File: config.mk
export PLATFORM = sky130hd
export DESIGN_NAME = cla_mult_seq
export DESIGN_NICKNAME = d
export VERILOG_FILES = /design/src/rtl/cla_mult_seq.sv
export SDC_FILE = /design/constraint.sdc
export NUM_CORES = 1
export LEC_CHECK = 0
export CORE_MARGIN = 2
export CORE_UTILIZATION = 53
export DETAILED_ROUTE_END_ITERATION = 8
export PLACE_DENSITY = 0.8
export SYNTH_ARGS = -nofsm -noshare
export SYNTH_HDL_FRONTEND = slang
export SYNTH_SLANG_ARGS = --single-unit
export TNS_END_PERCENT = 50
File: constraint.sdc
create_clock -name clk -period 5.6 [get_ports clk]
set_input_delay 1.12 -clock clk [delete_from_list [all_inputs] [get_ports clk]]
set_output_delay 1.12 -clock clk [all_outputs]
set_load 0.03 [all_outputs]
File: src/rtl/cla_mult_seq.sv
// Iterative 16x16 unsigned shift-add multiplier: one CLA add per cycle over 16
// iterations, producing a registered 32-bit product with a does-not-fit-16-bits flag.
module cla_mult_seq (
  input  logic        clk,
  input  logic        rst,
  input  logic        start,
  input  logic [15:0] A,
  input  logic [15:0] B,
  output logic        busy,
  output logic        done,
  output logic [31:0] Product,
  output logic        Ovfl
);

  typedef enum logic [1:0] {IDLE, RUN, DONE} state_t;

  state_t      state, state_next;
  logic [15:0] mcand, hi, lo;
  logic [3:0]  cnt;
  logic [15:0] cla_x, cla_y, cla_s;
  logic        carry;
  logic [15:0] hi_next, lo_next;
  logic        load, last;

  // 16-bit carry-lookahead adder: 4-bit groups with group generate/propagate.
  function automatic logic [15:0] cla_sum(input logic [15:0] x, input logic [15:0] y,
                                          input logic cin);
    logic [15:0] g, p, c;
    logic [2:0]  gg, gp;
    logic [3:0]  gc;
    g = x & y;
    p = x ^ y;
    for (int k = 0; k < 3; k++) begin
      gg[k] = g[4*k+3] | (p[4*k+3] & g[4*k+2]) | (&p[4*k+3 -: 2] & g[4*k+1])
            | (&p[4*k+3 -: 3] & g[4*k]);
      gp[k] = &p[4*k +: 4];
    end
    gc[0] = cin;
    gc[1] = gg[0] | (gp[0] & cin);
    gc[2] = gg[1] | (gp[1] & gg[0]) | (gp[1] & gp[0] & cin);
    gc[3] = gg[2] | (gp[2] & gg[1]) | (gp[2] & gp[1] & gg[0]) | (&gp & cin);
    for (int i = 0; i < 16; i++) begin
      if (i % 4 == 0) c[i] = gc[i/4];
      else            c[i] = g[i-1] | (p[i-1] & c[i-1]);
    end
    return p ^ c;
  endfunction

  always_comb begin
    cla_x   = hi;
    cla_y   = lo[0] ? mcand : 16'h0000;
    cla_s   = cla_sum(cla_x, cla_y, 1'b0);
    // Carry-out recovered from the operand and sum MSBs rather than the adder.
    carry   = (cla_x[15] & cla_y[15]) | ((cla_x[15] ^ cla_y[15]) & ~cla_s[15]);
    hi_next = {carry, cla_s[15:1]};
    lo_next = {cla_s[0], lo[15:1]};
    load    = start && ((state == IDLE) || (state == DONE));
    last    = (state == RUN) && (cnt == 4'd15);
  end

  always_comb begin
    state_next = state;
    case (state)
      IDLE:    if (start) state_next = RUN;
      RUN:     if (cnt == 4'd15) state_next = DONE;
      DONE:    state_next = start ? RUN : IDLE;
      default: state_next = IDLE;
    endcase
  end

  always_ff @(posedge clk) begin
    if (rst) begin
      state <= IDLE;
      busy  <= 1'b0;
      done  <= 1'b0;
    end else begin
      state <= state_next;
      busy  <= (state_next == RUN);
      done  <= (state_next == DONE);
    end
  end

  always_ff @(posedge clk) begin
    if (rst) begin
      mcand   <= 16'h0000;
      hi      <= 16'h0000;
      lo      <= 16'h0000;
      cnt     <= 4'd0;
      Product <= 32'h0000_0000;
      Ovfl    <= 1'b0;
    end else if (load) begin
      mcand <= A;
      hi    <= 16'h0000;
      lo    <= B;
      cnt   <= 4'd0;
    end else if (state == RUN) begin
      hi  <= hi_next;
      lo  <= lo_next;
      cnt <= cnt + 4'd1;
      if (last) begin
        Product <= {hi_next, lo_next};
        Ovfl    <= |hi_next;
      end
    end
  end

endmodule

Word-level counts from Yosys, hierarchy flattened
Index checks and enable logic that the tools add are counted.
{"block": "classes", "add_sub_neg": 1, "eq_ne": 5, "n_mux": 7, "n_bitwise": 56, "reduce_logical": 16}
{"operator": "$mux W16", "count": 3}
{"operator": "$xor A16 B16 Y16", "count": 2}
{"operator": "$and A1 B1 Y1", "count": 26}
{"operator": "$or A1 B1 Y1", "count": 24}
{"operator": "$reduce_or A16 Y1", "count": 1}
{"operator": "$and A15 B15 Y15", "count": 1}
{"operator": "$reduce_and A3 Y1", "count": 4}
{"operator": "$reduce_and A4 Y1", "count": 2}
{"operator": "$pmux W2 S3", "count": 1}
{"operator": "$reduce_and A2 Y1", "count": 3}
{"operator": "$add A4 B1 Y4 const B", "count": 1}
{"operator": "$eq A2 B1 Y1 const B", "count": 2}
{"operator": "$eq A2 B2 Y1 const B", "count": 2}
{"operator": "$eq A4 B4 Y1 const B", "count": 1}
{"operator": "$mux W2", "count": 2}
{"operator": "$logic_and A1 B1 Y1", "count": 2}
{"operator": "$logic_not A2 Y1", "count": 1}
{"operator": "$not A1 Y1", "count": 2}
{"operator": "$reduce_bool A2 Y1", "count": 1}
{"operator": "$reduce_or A2 Y1", "count": 1}
{"operator": "$logic_or A1 B1 Y1", "count": 1}
{"operator": "$mux W1", "count": 1}
{"operator": "$xor A1 B1 Y1", "count": 1}
{"block": "word_totals", "regBits": 89, "inputBits": 35, "out_inout_bits": 35, "wordCells": 94}

Longest topological paths before layout
Gate-level depths: netlist of run 1.
{"block": "depth", "depth_word": 20, "ltp_mapped": 17, "ltp_nobuf": 16}

Worst setup path after synthesis of run 1
OpenSTA, ideal clock, no wires.
{"block": "synth_path", "path_type": "flip-flop to flip-flop", "start": "register lo[0]", "end": "register Ovfl", "setup_ns": 0.087, "arrival_time_ns": 3.799, "setup_slack_ns": 1.714, "path_stages_with_launch": 17, "path_buffers": 1, "synth_period_minus_slack_ns": 3.886, "cell_sequence": "dfxtp_1 -> clkbuf_1 -> and2_1 -> ha_1 -> and2_1 -> a221o_1 -> nor3_1 -> a21oi_1 -> fa_1 -> fa_1 -> fa_1 -> inv_1 -> fa_1 -> nor4b_1 -> nand4_1 -> nor4_1 -> a211oi_1"}
{"block": "synth_between", "elab_chain_len": 20, "word_cells_on_any_way": 65}
{"element": "start: declaration", "line": "18", "rtl": "logic [15:0] mcand, hi, lo;"}
{"element": "start signal: assignment", "line": "98", "rtl": "lo <= lo_next;"}
{"element": "$mux W16 (*)", "line": "51", "rtl": "cla_y = lo[0] ? mcand : 16'h0000;"}
{"element": "$xor A16 B16 Y16 or $and A15 B15 Y15 (tied branches)", "line": "32, 31"}
{"element": "$and A1 B1 Y1 or $reduce_and A2 Y1 (tied branches)", "line": "34", "rtl": "gg[k] = g[4*k+3] | (p[4*k+3] & g[4*k+2]) | (&p[4*k+3 -: 2] & g[4*k+1])"}
{"element": "$or A1 B1 Y1 or $and A1 B1 Y1 (tied branches)", "line": "34"}
{"element": "$or A1 B1 Y1", "line": "34"}
{"element": "$or A1 B1 Y1", "line": "35", "rtl": "| (&p[4*k+3 -: 3] & g[4*k]);"}
{"element": "$and A1 B1 Y1", "line": "41", "rtl": "gc[3] = gg[2] | (gp[2] & gg[1]) | (gp[2] & gp[1] & gg[0]) | (&gp & cin);"}
{"element": "$or A1 B1 Y1 (2 in series)", "line": "41"}
{"element": "[... 3 more ...]"}
{"element": "$or A1 B1 Y1", "line": "44", "rtl": "else c[i] = g[i-1] | (p[i-1] & c[i-1]);"}
{"element": "$and A1 B1 Y1", "line": "44"}
{"element": "$or A1 B1 Y1", "line": "44"}
{"element": "$xor A16 B16 Y16", "line": "46", "rtl": "return p ^ c;"}
{"element": "$not A1 Y1", "line": "54", "rtl": "carry = (cla_x[15] & cla_y[15]) | ((cla_x[15] ^ cla_y[15]) & ~cla_s[15]);"}
{"element": "$and A1 B1 Y1", "line": "54"}
{"element": "$or A1 B1 Y1", "line": "54"}
{"element": "$reduce_or A16 Y1 (*)", "line": "102", "rtl": "Ovfl <= |hi_next;"}
{"element": "end signal: assignment", "line": "102"}
{"element": "end: declaration", "line": "12", "rtl": "output logic Ovfl"}
Every way passes the cells marked *; elsewhere a longest branch is shown, timed or not.
A chain may end at the register's enable or synchronous reset.

Worst setup path after layout of run 1
Same ends and word-level chain as after synthesis.

==> results of run 1 <==
==> cell families (layout without fill, tap and decap cells) <==
kind of cell | after synthesis | after routing | share of synthesized area
AO/OA/AOI/OAI | 93 | 93 | 0.165
XOR/XNOR | 6 | 6 | 0.0131
adder cells (fa/ha/maj) | 25 | 25 | 0.100
buffers and inverters | 44 | 99 | 0.0576
flip-flops | 89 | 89 | 0.443
AND/OR/NAND/NOR | 214 | 214 | 0.221
==> final cells by class <==
class	count	area [um2]
sequential	89	1780
timing repair buffer	72	708
inverter	11	41.3
clock buffer	10	128
tap	99	124
multi-input combinational	338	2010
fill	648	2410
clock inverter	6	91.3
==> critical path: stages (launching register included) <==
cell and delay, ns:
dfxtp_1 0.60, nand2_1 0.18, inv_1 0.09, ha_1 0.21, and2_1 0.17, a221o_1 0.34
nor3_1 0.17, a21oi_1 0.14, fa_1 0.41, fa_1 0.40, fa_1 0.38, inv_1 0.08
fa_1 0.45, nor4b_1 0.17, nand4_1 0.08, nor4_1 0.05, a211oi_1 0.24
==> through the flow <==
stage	util	instances	worst slack, ns	power (W)
2_1_floorplan	-	471	1.71	0.000773
3_3_place_gp	0.640	609	1.61	0.000810
3_5_place_dp	0.640	609	1.41	0.000815
4_1_cts	0.670	625	1.39	0.00129
5_1_grt	0.670	625	1.06	0.00134
6_report	0.670	625	1.37	0.00129
==> layer usage <==
layer / vias to the layer above / part of all wire
met3: 13 / 0.054
met1: 1517 / 0.46
met2: 95 / 0.47
met5: - / 0
li1: 1648 / -
met4: 0 / 0.019
==> worst min path at each step <==
stage,from,end,slack [ns],cells past startpoint
after global placement,mcand[0]$_SDFFE_PP0P_,mcand[0]$_SDFFE_PP0P_,0.44,2
after global routing,Product[29]$_SDFFE_PP0P_,Product[29]$_SDFFE_PP0P_,0.48,2
after detailed placement,Product[10]$_SDFFE_PP0P_,Product[10]$_SDFFE_PP0P_,0.45,2
after floorplan,mcand[0]$_SDFFE_PP0P_,mcand[0]$_SDFFE_PP0P_,0.43,2
final,Product[22]$_SDFFE_PP0P_,Product[22]$_SDFFE_PP0P_,0.46,2
after CTS,Product[26]$_SDFFE_PP0P_,Product[26]$_SDFFE_PP0P_,0.46,2
==> Yosys cell counts, types with 7 or more instances <==
| cell type | n | area [um2] |
|---|---|---|
| buf_2 | 14 | 70.1 |
| nand2_1 | 148 | 556 |
| a21oi_1 | 60 | 300 |
| a311oi_2 | 16 | 240 |
| buf_4 | 7 | 52.6 |
| nor2_1 | 36 | 135 |
| and2_1 | 13 | 81.3 |
| inv_1 | 11 | 41.3 |
| a211oi_1 | 12 | 90.1 |
| dfxtp_1 | 89 | 1780 |
| clkbuf_1 | 9 | 33.8 |
| fa_1 | 12 | 240 |
| ha_1 | 13 | 163 |
==> state kept, by name (all words and copies together), names as in the netlist <==
signal / count
cla_x: 16
busy: 1
Product: 32
Ovfl: 1
state: 2
cnt: 4
done: 1
lo: 16
mcand: 16
==> report_power, final <==
part           internal, W  switching, W
Clock             0.000253      0.000235
Sequential        0.000655     0.0000184
Combinational    0.0000560     0.0000716
Total             0.000964      0.000325
==> results_dict.tcl, run 1 <==
set metrics [dict create \
    period_minus_slack_ns 4.23 \
    wl_per_cell_um 13.8 \
    crit_required_ns 5.88 \
    worst-r2r-setup-slack_ns 1.37 \
    cts_tree "done" \
    crit_type "reg -> reg" \
    vdd_drop_max_mv 0.136 \
    grt_use_met3 0.0349 \
    synth_seq_area_share 0.443 \
    antenna_found_initial 0 \
    cp-startpoint "lo[0]$_SDFFE_PP0P_" \
    critical_path_peak_fanout 17 \
    route.vias.total 3273 \
    r2r_start "lo[0]$_SDFFE_PP0P_" \
    hold_class "reg -> reg" \
    yosysWarnings 0 \
    grt-ovfl-total 0 \
    cts_root_buf "clkbuf_8" \
    layout_common_cells "148 x nand2_1, 89 x dfxtp_1, 68 x clkdlybuf4s50_1, 60 x a21oi_1, 36 x nor2_1" \
    vias_per_cell 5.24 \
    nNetsFinal 581 \
    p_leak_nw 1.74 \
    dpl_cell_area_mm2 0.00467 \
    wl_um 8650 \
    crit_path_end "Ovfl$_SDFFE_PP0P_" \
    fin_area_mm2 0.00488 \
    insertedDiodeCount 0 \
    cts.sinks 89 \
    io_pins 70 \
    holdBufCountCts 0 \
    crit_path_end_kind "register" \
    use_met2 0.326 \
    rsz0062_at_grt "false" \
    busiest_layer "met2" \
    final_antenna_net_count 0 \
    post-route-drc-count 0 \
    clkLatencyLatePin_ns 0.37 \
    die_area_mm2 0.00830 \
    core-area_mm2 0.00729 \
    grt_max_degree 71 \
    fmax_mhz 236 \
    slew_headroom 0.258 \
    clk_pin_slew_worst_paths_ns 0.09 \
    ys_types 33 \
    outcome "complete, no violations" \
    synthesis.area_mm2 0.00402 \
    clk_path_buf_depth 2 \
    fin_crit_sh 0.756 \
    synth_top_flop_cell "dfxtp_1" \
    drt_iter0_markers 144 \
    synthCells 471 \
    grt_pass1_wl_um 14400 \
    worstReg2RegEnd "Ovfl$_SDFFE_PP0P_" \
    rows 31 \
    setup-tns-final_ns 0 \
    fin_worst_skew_ns 0.0139 \
    final_common_cell "nand2_1" \
    synth_nets 531 \
    grt_pass1_vias 3094 \
    hold_violations 0 \
    cp.arrival_ns 4.51 \
    cts_buffers 9 \
    power_density_mw_per_mm2 264 \
    grt_usage 0.212 \
    setup.worst_path.start_class "register" \
    holdWs_ns 0.457 \
    htreeDepth 3 \
    numPortBuffers 69 \
    r2r_cells 16 \
    syn_to_final_growth_pct 21.5 \
    worst_slew_pin_slew_ns 1.11 \
    ys_ff_latch 89 \
    cts_resized 0 \
    drv_slew 0 \
    die_width_um 91.1 \
    die_y_um 91.1 \
    firstDrtPassIters 4 \
    synth_edf_count 0 \
    gp_congestion 0.927 \
    layout-drive-gt1-share 0.0760 \
    drv_cap 0 \
    setup_viol 0 \
    initial_core_util 0.551 \
    postSynthAreaPerCell_um2 8.53 \
    dp_hpwl_um 6000 \
    use_met1 0.297 \
    post_cts_buffers 0 \
    async_reset_ff_frac 0 \
]
Note: power is estimated with default switching activity, not from simulation.
==> run 2: changes to the inputs <==
==> constraint.sdc (replaced) <==
create_clock -name clk -period 4.3 [get_ports clk]
set_input_delay 0.86 -clock clk [delete_from_list [all_inputs] [get_ports clk]]
set_output_delay 0.86 -clock clk [all_outputs]
set_load 0.03 [all_outputs]
==> run 2 against run 1 <==
Die area is the same. Hold slack lost 0.0023 ns. Total power grew 23%. Highest routed layer unchanged.
==> results_dict.tcl, run 2 (same netlist as run 1, synthesis figures left out) <==
set metrics [dict create \
    die_y_um 91.1 \
    hold_violations 0 \
    outcome "complete, no violations" \
    insertedDiodeCount 0 \
    antenna_found_initial 0 \
    r2r_cells 16 \
    seq_area_mm2 0.00178 \
    fin_worst_skew_ns 0.0150 \
    cp.depth 16 \
    largest_register_ffs 32 \
    regMostFlops "Product" \
    grt_pass1_wl_um 14400 \
    crit_type "reg -> reg" \
    period_minus_slack_ns 4.00 \
    dpl_cell_area_mm2 0.00467 \
    htreeDepth 3 \
    grt_usage 0.216 \
    numPortBuffers 69 \
    rsz0062_at_grt "false" \
    syn_to_final_growth_pct 21.0 \
    drv_cap 0 \
    crit_buf_inv 2 \
    vdd_drop_max_mv 0.163 \
    sw_frac_of_total 0.271 \
    p_seq_frac 0.551 \
    final_antenna_net_count 0 \
    grt_max_degree 70 \
    post-route-drc-count 0 \
    rows 31 \
    cp_cell_sequence "nand2_1 > inv_1 > ha_1 > and2_1 > a221o_1 > nor3_1 > a21oi_1 > fa_1 > fa_1 > fa_1 > inv_1 > fa_1 > nor4b_1 > nand4_1 > nor4_1 > a211oi_1" \
    crit_path_end_kind "register" \
    hold_path_end "mcand[14]$_SDFFE_PP0P_" \
    wl_um 8720 \
    cts_buffers 9 \
    internal_power_w 0.00116 \
    multi_input_area_mm2 0.00201 \
    worstReg2RegEnd "Ovfl$_SDFFE_PP0P_" \
    setup-tns-final_ns 0 \
    cp.arrival_ns 4.29 \
    switchingPower_w 0.000431 \
    io_pins 70 \
    gp_congestion 0.930 \
    setup.worst_path.start_class "register" \
    nNetsFinal 582 \
    fin_util 0.667 \
    hp-start "mcand[14]$_SDFFE_PP0P_" \
    die_width_um 91.1 \
    drt_iter0_markers 231 \
    grt-ovfl-total 0 \
    cts.sinks 89 \
    power_density_mw_per_mm2 327 \
    clk_path_buf_depth 2 \
    hold_class "reg -> reg" \
    dp_hpwl_um 6200 \
    layout-drive-gt1-share 0.0816 \
    post_cts_buffers 0 \
    cts_resized 0 \
    clk_pin_slew_worst_paths_ns 0.09 \
    comb_power_share 0.106 \
    core-area_mm2 0.00729 \
    drv_slew 0 \
    clkLatencyLatePin_ns 0.38 \
    grt_pass1_vias 3078 \
    use_met2 0.340 \
    wl_per_cell_um 13.9 \
    crit_slowest_cell "dfxtp_2" \
    fin_crit_sh 0.931 \
    initial_core_util 0.551 \
    fin_area_mm2 0.00486 \
    r2r_start "lo[0]$_SDFFE_PP0P_" \
    hold_depth 2 \
    slew_headroom 0.247 \
    vias_per_cell 5.36 \
    worst_slew_pin_slew_ns 1.13 \
    grt_use_met3 0.0498 \
    fmax_mhz 250 \
    setup_viol 0 \
    crit_top_cell "fa_1" \
    crit_required_ns 4.58 \
    cp_top_family "adder cells" \
    cts_root_buf "clkbuf_8" \
    busiest_layer "met2" \
    route.vias.total 3356 \
    die_area_mm2 0.00830 \
    holdBufCountCts 0 \
    worst-r2r-setup-slack_ns 0.30 \
    use_met1 0.296 \
    clockPowerShare 0.343 \
    final_common_cell "nand2_1" \
    fill_cells 650 \
    cts_tree "done" \
    layout_common_cells "148 x nand2_1, 88 x dfxtp_1, 68 x clkdlybuf4s50_1, 60 x a21oi_1, 36 x nor2_1" \
    critical_path_peak_fanout 17 \
    p_leak_nw 1.74 \
    cp_slowest_stage_delay_ns 0.46 \
    firstDrtPassIters 5 \
]
[run 2: cell count changes in the layout (fill, tap and decap cells not counted), sizes merged]
cell,before,now
clkinv,0,3
bufinv,2,0
clkinvlp,3,1
buf,4,5
inv,12,13
[run 2: routing by layer]
layer,vias up,share of wire
li1,1656,-
met1,1597,0.46
met2,93,0.48
met3,10,0.052
met4,0,0.012
met5,-,0
[run 2: stage by stage]
step / setup WS (ns) / hold slack [ns] / total power [W] / instances
6_report: 0.299 / 0.455 / 0.00159 / 626
5_1_grt: 0.00275 / 0.476 / 0.00165 / 626
4_1_cts: 0.161 / 0.455 / 0.00160 / 626
3_5_place_dp: 0.179 / 0.443 / 0.00106 / 610
3_3_place_gp: 0.310 / 0.440 / 0.00106 / 610
2_1_floorplan: 0.414 / 0.432 / 0.00101 / 471
[run 2: cell type report]
| cell class | count | area share |
|---|---|---|
| flip-flops and latches | 89 | 0.367 |
| clock buffers | 10 | 0.0283 |
| clock inverters | 6 | 0.0105 |
| well taps | 99 | 0.0255 |
| inverters | 11 | 0.00849 |
| repair buffers | 73 | 0.147 |
| multi-input cells | 338 | 0.413 |
[run 2: worst max path at each step]
stage / startpoint / end / slack (ns)
final: lo[0]$_SDFFE_PP0P_ / Ovfl$_SDFFE_PP0P_ / 0.30
after global routing: lo[0]$_SDFFE_PP0P_ / Ovfl$_SDFFE_PP0P_ / 0.003
after CTS: lo[0]$_SDFFE_PP0P_ / Ovfl$_SDFFE_PP0P_ / 0.16
after detailed placement: lo[0]$_SDFFE_PP0P_ / Ovfl$_SDFFE_PP0P_ / 0.18
after global placement: lo[0]$_SDFFE_PP0P_ / Ovfl$_SDFFE_PP0P_ / 0.31
after floorplan: lo[0]$_SDFFE_PP0P_ / Ovfl$_SDFFE_PP0P_ / 0.41
[run 2: worst register-to-register path: stages (launching register included)]
cell and delay (ns):
dfxtp_2 0.46, nand2_1 0.13, inv_1 0.08, ha_1 0.22, and2_1 0.17, a221o_1 0.33
nor3_1 0.17, a21oi_1 0.12, fa_1 0.40, fa_1 0.39, fa_1 0.38, inv_1 0.08
fa_1 0.44, nor4b_1 0.16, nand4_1 0.09, nor4_1 0.05, a211oi_1 0.24
[run 2: power by group through the flow]
stage | combinational, W | clock [W] | sequential, W
6_report | 0.000168 | 0.000546 | 0.000876
3_3_place_gp | 0.000162 | 0 | 0.000894
2_1_floorplan | 0.000119 | 0 | 0.000888
3_5_place_dp | 0.000168 | 0 | 0.000894
4_1_cts | 0.000169 | 0.000554 | 0.000875
5_1_grt | 0.000186 | 0.000586 | 0.000880
==> run 3: changes to the inputs <==
--- a/config.mk
+++ b/config.mk
@@ -9,6 +9,7 @@
 export CORE_UTILIZATION = 53
 export DETAILED_ROUTE_END_ITERATION = 8
 export PLACE_DENSITY = 0.8
+export SLEW_MARGIN = 10
 export SYNTH_ARGS = -nofsm -noshare
 export SYNTH_HDL_FRONTEND = slang
 export SYNTH_SLANG_ARGS = --single-unit
==> constraint.sdc (replaced) <==
create_clock -name clk -period 4.54 [get_ports clk]
set_input_delay 0.908 -clock clk [delete_from_list [all_inputs] [get_ports clk]]
set_output_delay 0.908 -clock clk [all_outputs]
set_load 0.03 [all_outputs]
==> run 3 against run 2 <==
Sequential share of layout area is 0.48 points lower. Setup slack better by 0.056 ns. Critical path depth stayed put. Highest routed layer unchanged. Via count is 1.2% lower. Die area stayed put.
==> results_dict.tcl, run 3 (same netlist as run 1, synthesis figures left out) <==
set metrics [dict create \
    critical_path_peak_fanout 17 \
    final_antenna_net_count 0 \
    grt_max_degree 70 \
    die_y_um 91.1 \
    hp-start "mcand[13]$_SDFFE_PP0P_" \
    fill_cells 609 \
    period_minus_slack_ns 4.19 \
    io_pins 70 \
    grt-ovfl-total 0 \
    cts_tree "done" \
    p_leak_nw 1.77 \
    setup.worst_path.start_class "register" \
    crit_path_end_kind "register" \
    wl_um 8550 \
    cts_root_buf "clkbuf_8" \
    power_w 0.00165 \
    die_area_mm2 0.00830 \
    clkLatencyLatePin_ns 0.36 \
    numPortBuffers 69 \
    vdd_drop_max_mv 0.199 \
    crit_top_cell "fa_1" \
    nNetsFinal 582 \
    fin_crit_sh 0.922 \
    layout-drive-gt1-share 0.0797 \
    setup_viol 0 \
    drv_cap 0 \
    holdBufCountCts 0 \
    route.vias.total 3317 \
    drt_iter0_markers 124 \
    clk_pin_slew_worst_paths_ns 0.08 \
    htreeDepth 3 \
    cts_buffers 9 \
    worst_slew_pin_slew_ns 1.10 \
    rsz0062_at_grt "false" \
    antenna_found_initial 0 \
    outcome "complete, no violations" \
    cts.sinks 89 \
    hold_class "reg -> reg" \
    post_cts_buffers 0 \
    crit_slowest_cell "dfxtp_1" \
    cp.arrival_ns 4.46 \
    grt_pass1_wl_um 14300 \
    post-route-drc-count 0 \
    fin_worst_skew_ns 0.0123 \
    firstDrtPassIters 5 \
    grt_usage 0.211 \
    cts_resized 0 \
    gp_congestion 0.927 \
    die_width_um 91.1 \
    crit_required_ns 4.81 \
    cp-startpoint "lo[0]$_SDFFE_PP0P_" \
    slew_headroom 0.264 \
    power_density_mw_per_mm2 335 \
    dp_hpwl_um 6100 \
    largest_register_ffs 32 \
    final_common_cell "nand2_1" \
    initial_core_util 0.551 \
    rows 31 \
    fmax_mhz 239 \
    wl_per_cell_um 13.7 \
    clk_path_buf_depth 2 \
    fin_util 0.675 \
    grt_pass1_vias 3073 \
    core-area_mm2 0.00729 \
    layout_common_cells "148 x nand2_1, 89 x dfxtp_1, 68 x clkdlybuf4s50_1, 60 x a21oi_1, 36 x nor2_1" \
    hold_violations 0 \
    insertedDiodeCount 0 \
    regMostFlops "Product" \
    r2r_start "lo[0]$_SDFFE_PP0P_" \
    drv_slew 0 \
    cp_slowest_stage_delay_ns 0.59 \
    setup-tns-final_ns 0 \
    syn_to_final_growth_pct 22.5 \
    cp_cell_sequence "nand2_1 > inv_1 > ha_1 > and2_1 > a221o_1 > nor3_1 > a21oi_1 > fa_1 > fa_1 > fa_1 > inv_1 > fa_1 > nor4b_1 > nand4_1 > nor4_1 > a211oi_1" \
    fin_ws_ns 0.355 \
    vias_per_cell 5.30 \
    holdWs_ns 0.457 \
    pre_cts_ws_ns 0.394 \
    crit_type "reg -> reg" \
]
## run 3: changes by cell type in the layout (fill, tap and decap cells not counted), sizes merged
cell,previous run,this run
inv,13,12
bufinv,0,3
clkinv,3,0
clkinvlp,1,2
## run 3: worst paths after layout
| path | endpoint | cells past startpoint | slack (ns) |
|---|---|---|---|
| min reg2reg | mcand[13]$_SDFFE_PP0P_ | 2 | 0.46 |
| min | mcand[13]$_SDFFE_PP0P_ | 2 | 0.46 |
| max reg2reg | Ovfl$_SDFFE_PP0P_ | 16 | 0.35 |
| max | Ovfl$_SDFFE_PP0P_ | 16 | 0.35 |
## run 3: where the power goes
part	internal [W]	switching, W	leakage, nW
sequential	0.000807	0.0000220	0.724
clock	0.000382	0.000278	0.119
combinational	0.0000696	0.0000889	0.923
total	0.00126	0.000389	1.77
## run 3: final cells by class
type | count | area, um2 | area share
Tap cell | 99 | 124 | 0.0252
Multi-Input combinational cell | 338 | 2010 | 0.408
Clock buffer | 10 | 138 | 0.0279
Clock inverter | 6 | 114 | 0.0231
Sequential cell | 89 | 1780 | 0.362
Inverter | 11 | 41.3 | 0.00838
Timing Repair Buffer | 73 | 716 | 0.145
## run 3: routing by layer
layer / track usage / wire length (um) / vias to the layer above
met4: 0.0884 / 167 / 0
met2: 0.336 / 3970 / 86
met5: 0 / 0 / -
met3: 0.0382 / 376 / 14
li1: - / - / 1659
met1: 0.282 / 4030 / 1558
## run 3: metrics by stage
step / instances / cell area [um2]
after global placement: 610 / 4670
final: 626 / 4920
after detailed placement: 610 / 4670
after CTS: 626 / 4920
after floorplan: 471 / 4020
after global routing: 626 / 4920
## run 3: critical path, delay by kind of cell, from the launching register on
kind                       cells  cell delay (ns)
AOI/OAI and AO/OA              3             0.69
adders and majority gates      5             1.84
buffers and inverters          2             0.18
DFF                            1             0.59
and+or+nand+nor                6             0.82
==> RTL change (config.mk and constraints of run 1) <==
Put one more register stage on the output `Ovfl`, with the module's reset. The value now appears one clock later. The other outputs are not delayed to match.
--- a/src/rtl/cla_mult_seq.sv
+++ b/src/rtl/cla_mult_seq.sv
@@ -13,6 +13,8 @@
 );
 
   typedef enum logic [1:0] {IDLE, RUN, DONE} state_t;
+
+  logic Ovfl_s0;
 
   state_t      state, state_next;
   logic [15:0] mcand, hi, lo;
@@ -87,7 +89,7 @@
       lo      <= 16'h0000;
       cnt     <= 4'd0;
       Product <= 32'h0000_0000;
-      Ovfl    <= 1'b0;
+      Ovfl_s0 <= 1'b0;
     end else if (load) begin
       mcand <= A;
       hi    <= 16'h0000;
@@ -99,8 +101,16 @@
       cnt <= cnt + 4'd1;
       if (last) begin
         Product <= {hi_next, lo_next};
-        Ovfl    <= |hi_next;
+        Ovfl_s0 <= |hi_next;
       end
+    end
+  end
+
+  always_ff @(posedge clk) begin
+    if (rst) begin
+      Ovfl <= '0;
+    end else begin
+      Ovfl <= Ovfl_s0;
     end
   end
 
Formal check against the unedited RTL: no difference found for any inputs over 10 cycles, from zero or initial values and one cycle with rst high; that may be too few to reach the edited logic, so the function may still have changed.
==> RTL change against run 1 <==
Count of clock-buffer cells in the layout shrank 1; core utilization is 0.61 points lower; sequential cell count grew 1; critical endpoint is now Ovfl_s0; synthesized area is 0.62% higher; cell area decreased by 0.38%; power down 6.5%; sequential share of layout area up 0.55 points; worst setup slack better by 0.070 ns; synthesized cell count rose by 0.42%; routed wire length fell by 3.1%.
==> RTL change: results <==
# TYPE chip_impl_metric gauge
chip_impl_metric{name="fin_util",unit="%"} 66.4
chip_impl_metric{name="fin_nets",unit=""} 583
chip_impl_info{name="worst_hold_check_path_type",value="reg -> reg"} 1
chip_impl_metric{name="vdd_drop_max",unit="mV"} 0.152
chip_impl_info{name="status",value="finished, final reports clean"} 1
chip_impl_metric{name="routed_via_density",unit=""} 5.25
chip_impl_info{name="most_numerous_cell_types_in_the_synthesized_netlist",value="148 x sky130_fd_sc_hd__nand2_1, 90 x sky130_fd_sc_hd__dfxtp_1, 60 x sky130_fd_sc_hd__a21oi_1"} 1
chip_impl_metric{name="place_hpwl",unit="um"} 6060
chip_impl_metric{name="starting_drt_drc_count",unit=""} 146
chip_impl_info{name="synthTopCellsByArea",value="sky130_fd_sc_hd__dfxtp_1 45%, sky130_fd_sc_hd__nand2_1 14%, sky130_fd_sc_hd__a21oi_1 7.4%, sky130_fd_sc_hd__fa_1 5.9%, sky130_fd_sc_hd__a311oi_2 5.9%"} 1
chip_impl_metric{name="post-place-cells",unit=""} 611
chip_impl_metric{name="grt_antenna_before_repair",unit=""} 0
chip_impl_metric{name="place_congestion",unit=""} 0.903
chip_impl_metric{name="placed_cell_area",unit="um^2"} 4690
chip_impl_metric{name="syn-mean-instance-area",unit="um^2"} 8.55
chip_impl_metric{name="max_stage_delay",unit="ns"} 0.60
chip_impl_metric{name="largest_register_ff_count",unit=""} 32
chip_impl_metric{name="p_leak",unit="nW"} 1.73
chip_impl_metric{name="placement.setup.worst_slack",unit="ns"} 1.46
chip_impl_metric{name="io_buffers",unit=""} 69
chip_impl_metric{name="worstMarginPinSlew",unit="ns"} 1.11
chip_impl_metric{name="drive_gt1_share",unit="%"} 7.59
chip_impl_metric{name="routed_wirelength",unit="um"} 8380
chip_impl_metric{name="layoutNonFillerInstCount",unit=""} 626
chip_impl_metric{name="cp_data_arrival_time",unit="ns"} 4.44
chip_impl_metric{name="synth_nets",unit=""} 533
chip_impl_metric{name="synth-seq-area-share",unit="%"} 44.6
chip_impl_metric{name="grt_start_max_net_pins",unit=""} 72
chip_impl_metric{name="drt_pass1_iterations",unit=""} 5
chip_impl_metric{name="globalRouteTotalUtil",unit="%"} 21.4
chip_impl_metric{name="grt_first_pass_wirelength",unit="um"} 14500
chip_impl_metric{name="number_of_global_route_vias_before_repair",unit=""} 3212
chip_impl_metric{name="fin_skew",unit="ns"} 0.0100
[RTL change: cell count changes in the layout (fill, tap and decap cells not counted)]
cell	before	now
sky130_fd_sc_hd__clkbuf_1	1	0
sky130_fd_sc_hd__nor2b_1	1	2
sky130_fd_sc_hd__inv_8	0	1
sky130_fd_sc_hd__clkinvlp_4	3	4
sky130_fd_sc_hd__bufinv_16	2	0
sky130_fd_sc_hd__dfxtp_1	89	90
[RTL change: layout make-up]
type / instances / area (um^2)
clock buffer: 9 / 124
clock inverter: 6 / 50.0
fill: 627 / 2460
inverter: 11 / 41.3
multi-input combinational: 339 / 2020
sequential: 90 / 1800
tap: 99 / 124
timing repair buffer: 72 / 708
[RTL change: metal layers]
metal	vias up	track usage (%)	wire (um)
li1	1660	-	-
met5	-	0	0
met2	67	34.6	3930
met3	14	3.15	257
met4	0	8.71	160
met1	1545	28.9	4030
[RTL change: power breakdown]
| part | leakage [nW] | switching [mW] | internal (mW) |
|---|---|---|---|
| Sequential | 0.732 | 0.0179 | 0.662 |
| Combinational | 0.921 | 0.0715 | 0.0559 |
| Clock | 0.0759 | 0.235 | 0.163 |
| Total | 1.73 | 0.324 | 0.881 |
[RTL change: worst min-delay path: cells and delay by family, from the launching register on]
family,cells,cell delay (ns)
simple gates,1,0.05
compound gates,1,0.05
flops,1,0.32
[RTL change: kinds of logic (layout without fill, tap and decap cells)]
family | after synthesis | after routing | synth area share (%)
buf+inv | 44 | 98 | 5.69
compound gates | 93 | 93 | 16.4
fa+ha+maj | 25 | 25 | 9.96
simple gates | 215 | 215 | 22.1
flops | 90 | 90 | 44.6
xor+xnor | 6 | 6 | 1.30
[RTL change: path summary, 6_finish.rpt]
path	from	to	slack, ns	cells after the start
worst max-delay path	lo[0]	Ovfl_s0	1.44	16
worst min-delay path	Product[11]	Product[11]	0.46	2
worst max register to register	lo[0]	Ovfl_s0	1.44	16
worst min register to register	Product[11]	Product[11]	0.46	2
[RTL change: per-stage QoR]
stage | power, mW | hold WS, ns
2_1_floorplan | 0.780 | 0.432
3_3_place_gp | 0.818 | 0.442
3_5_place_dp | 0.821 | 0.448
4_1_cts | 1.21 | 0.461
5_1_grt | 1.26 | 0.480
6_report | 1.21 | 0.456
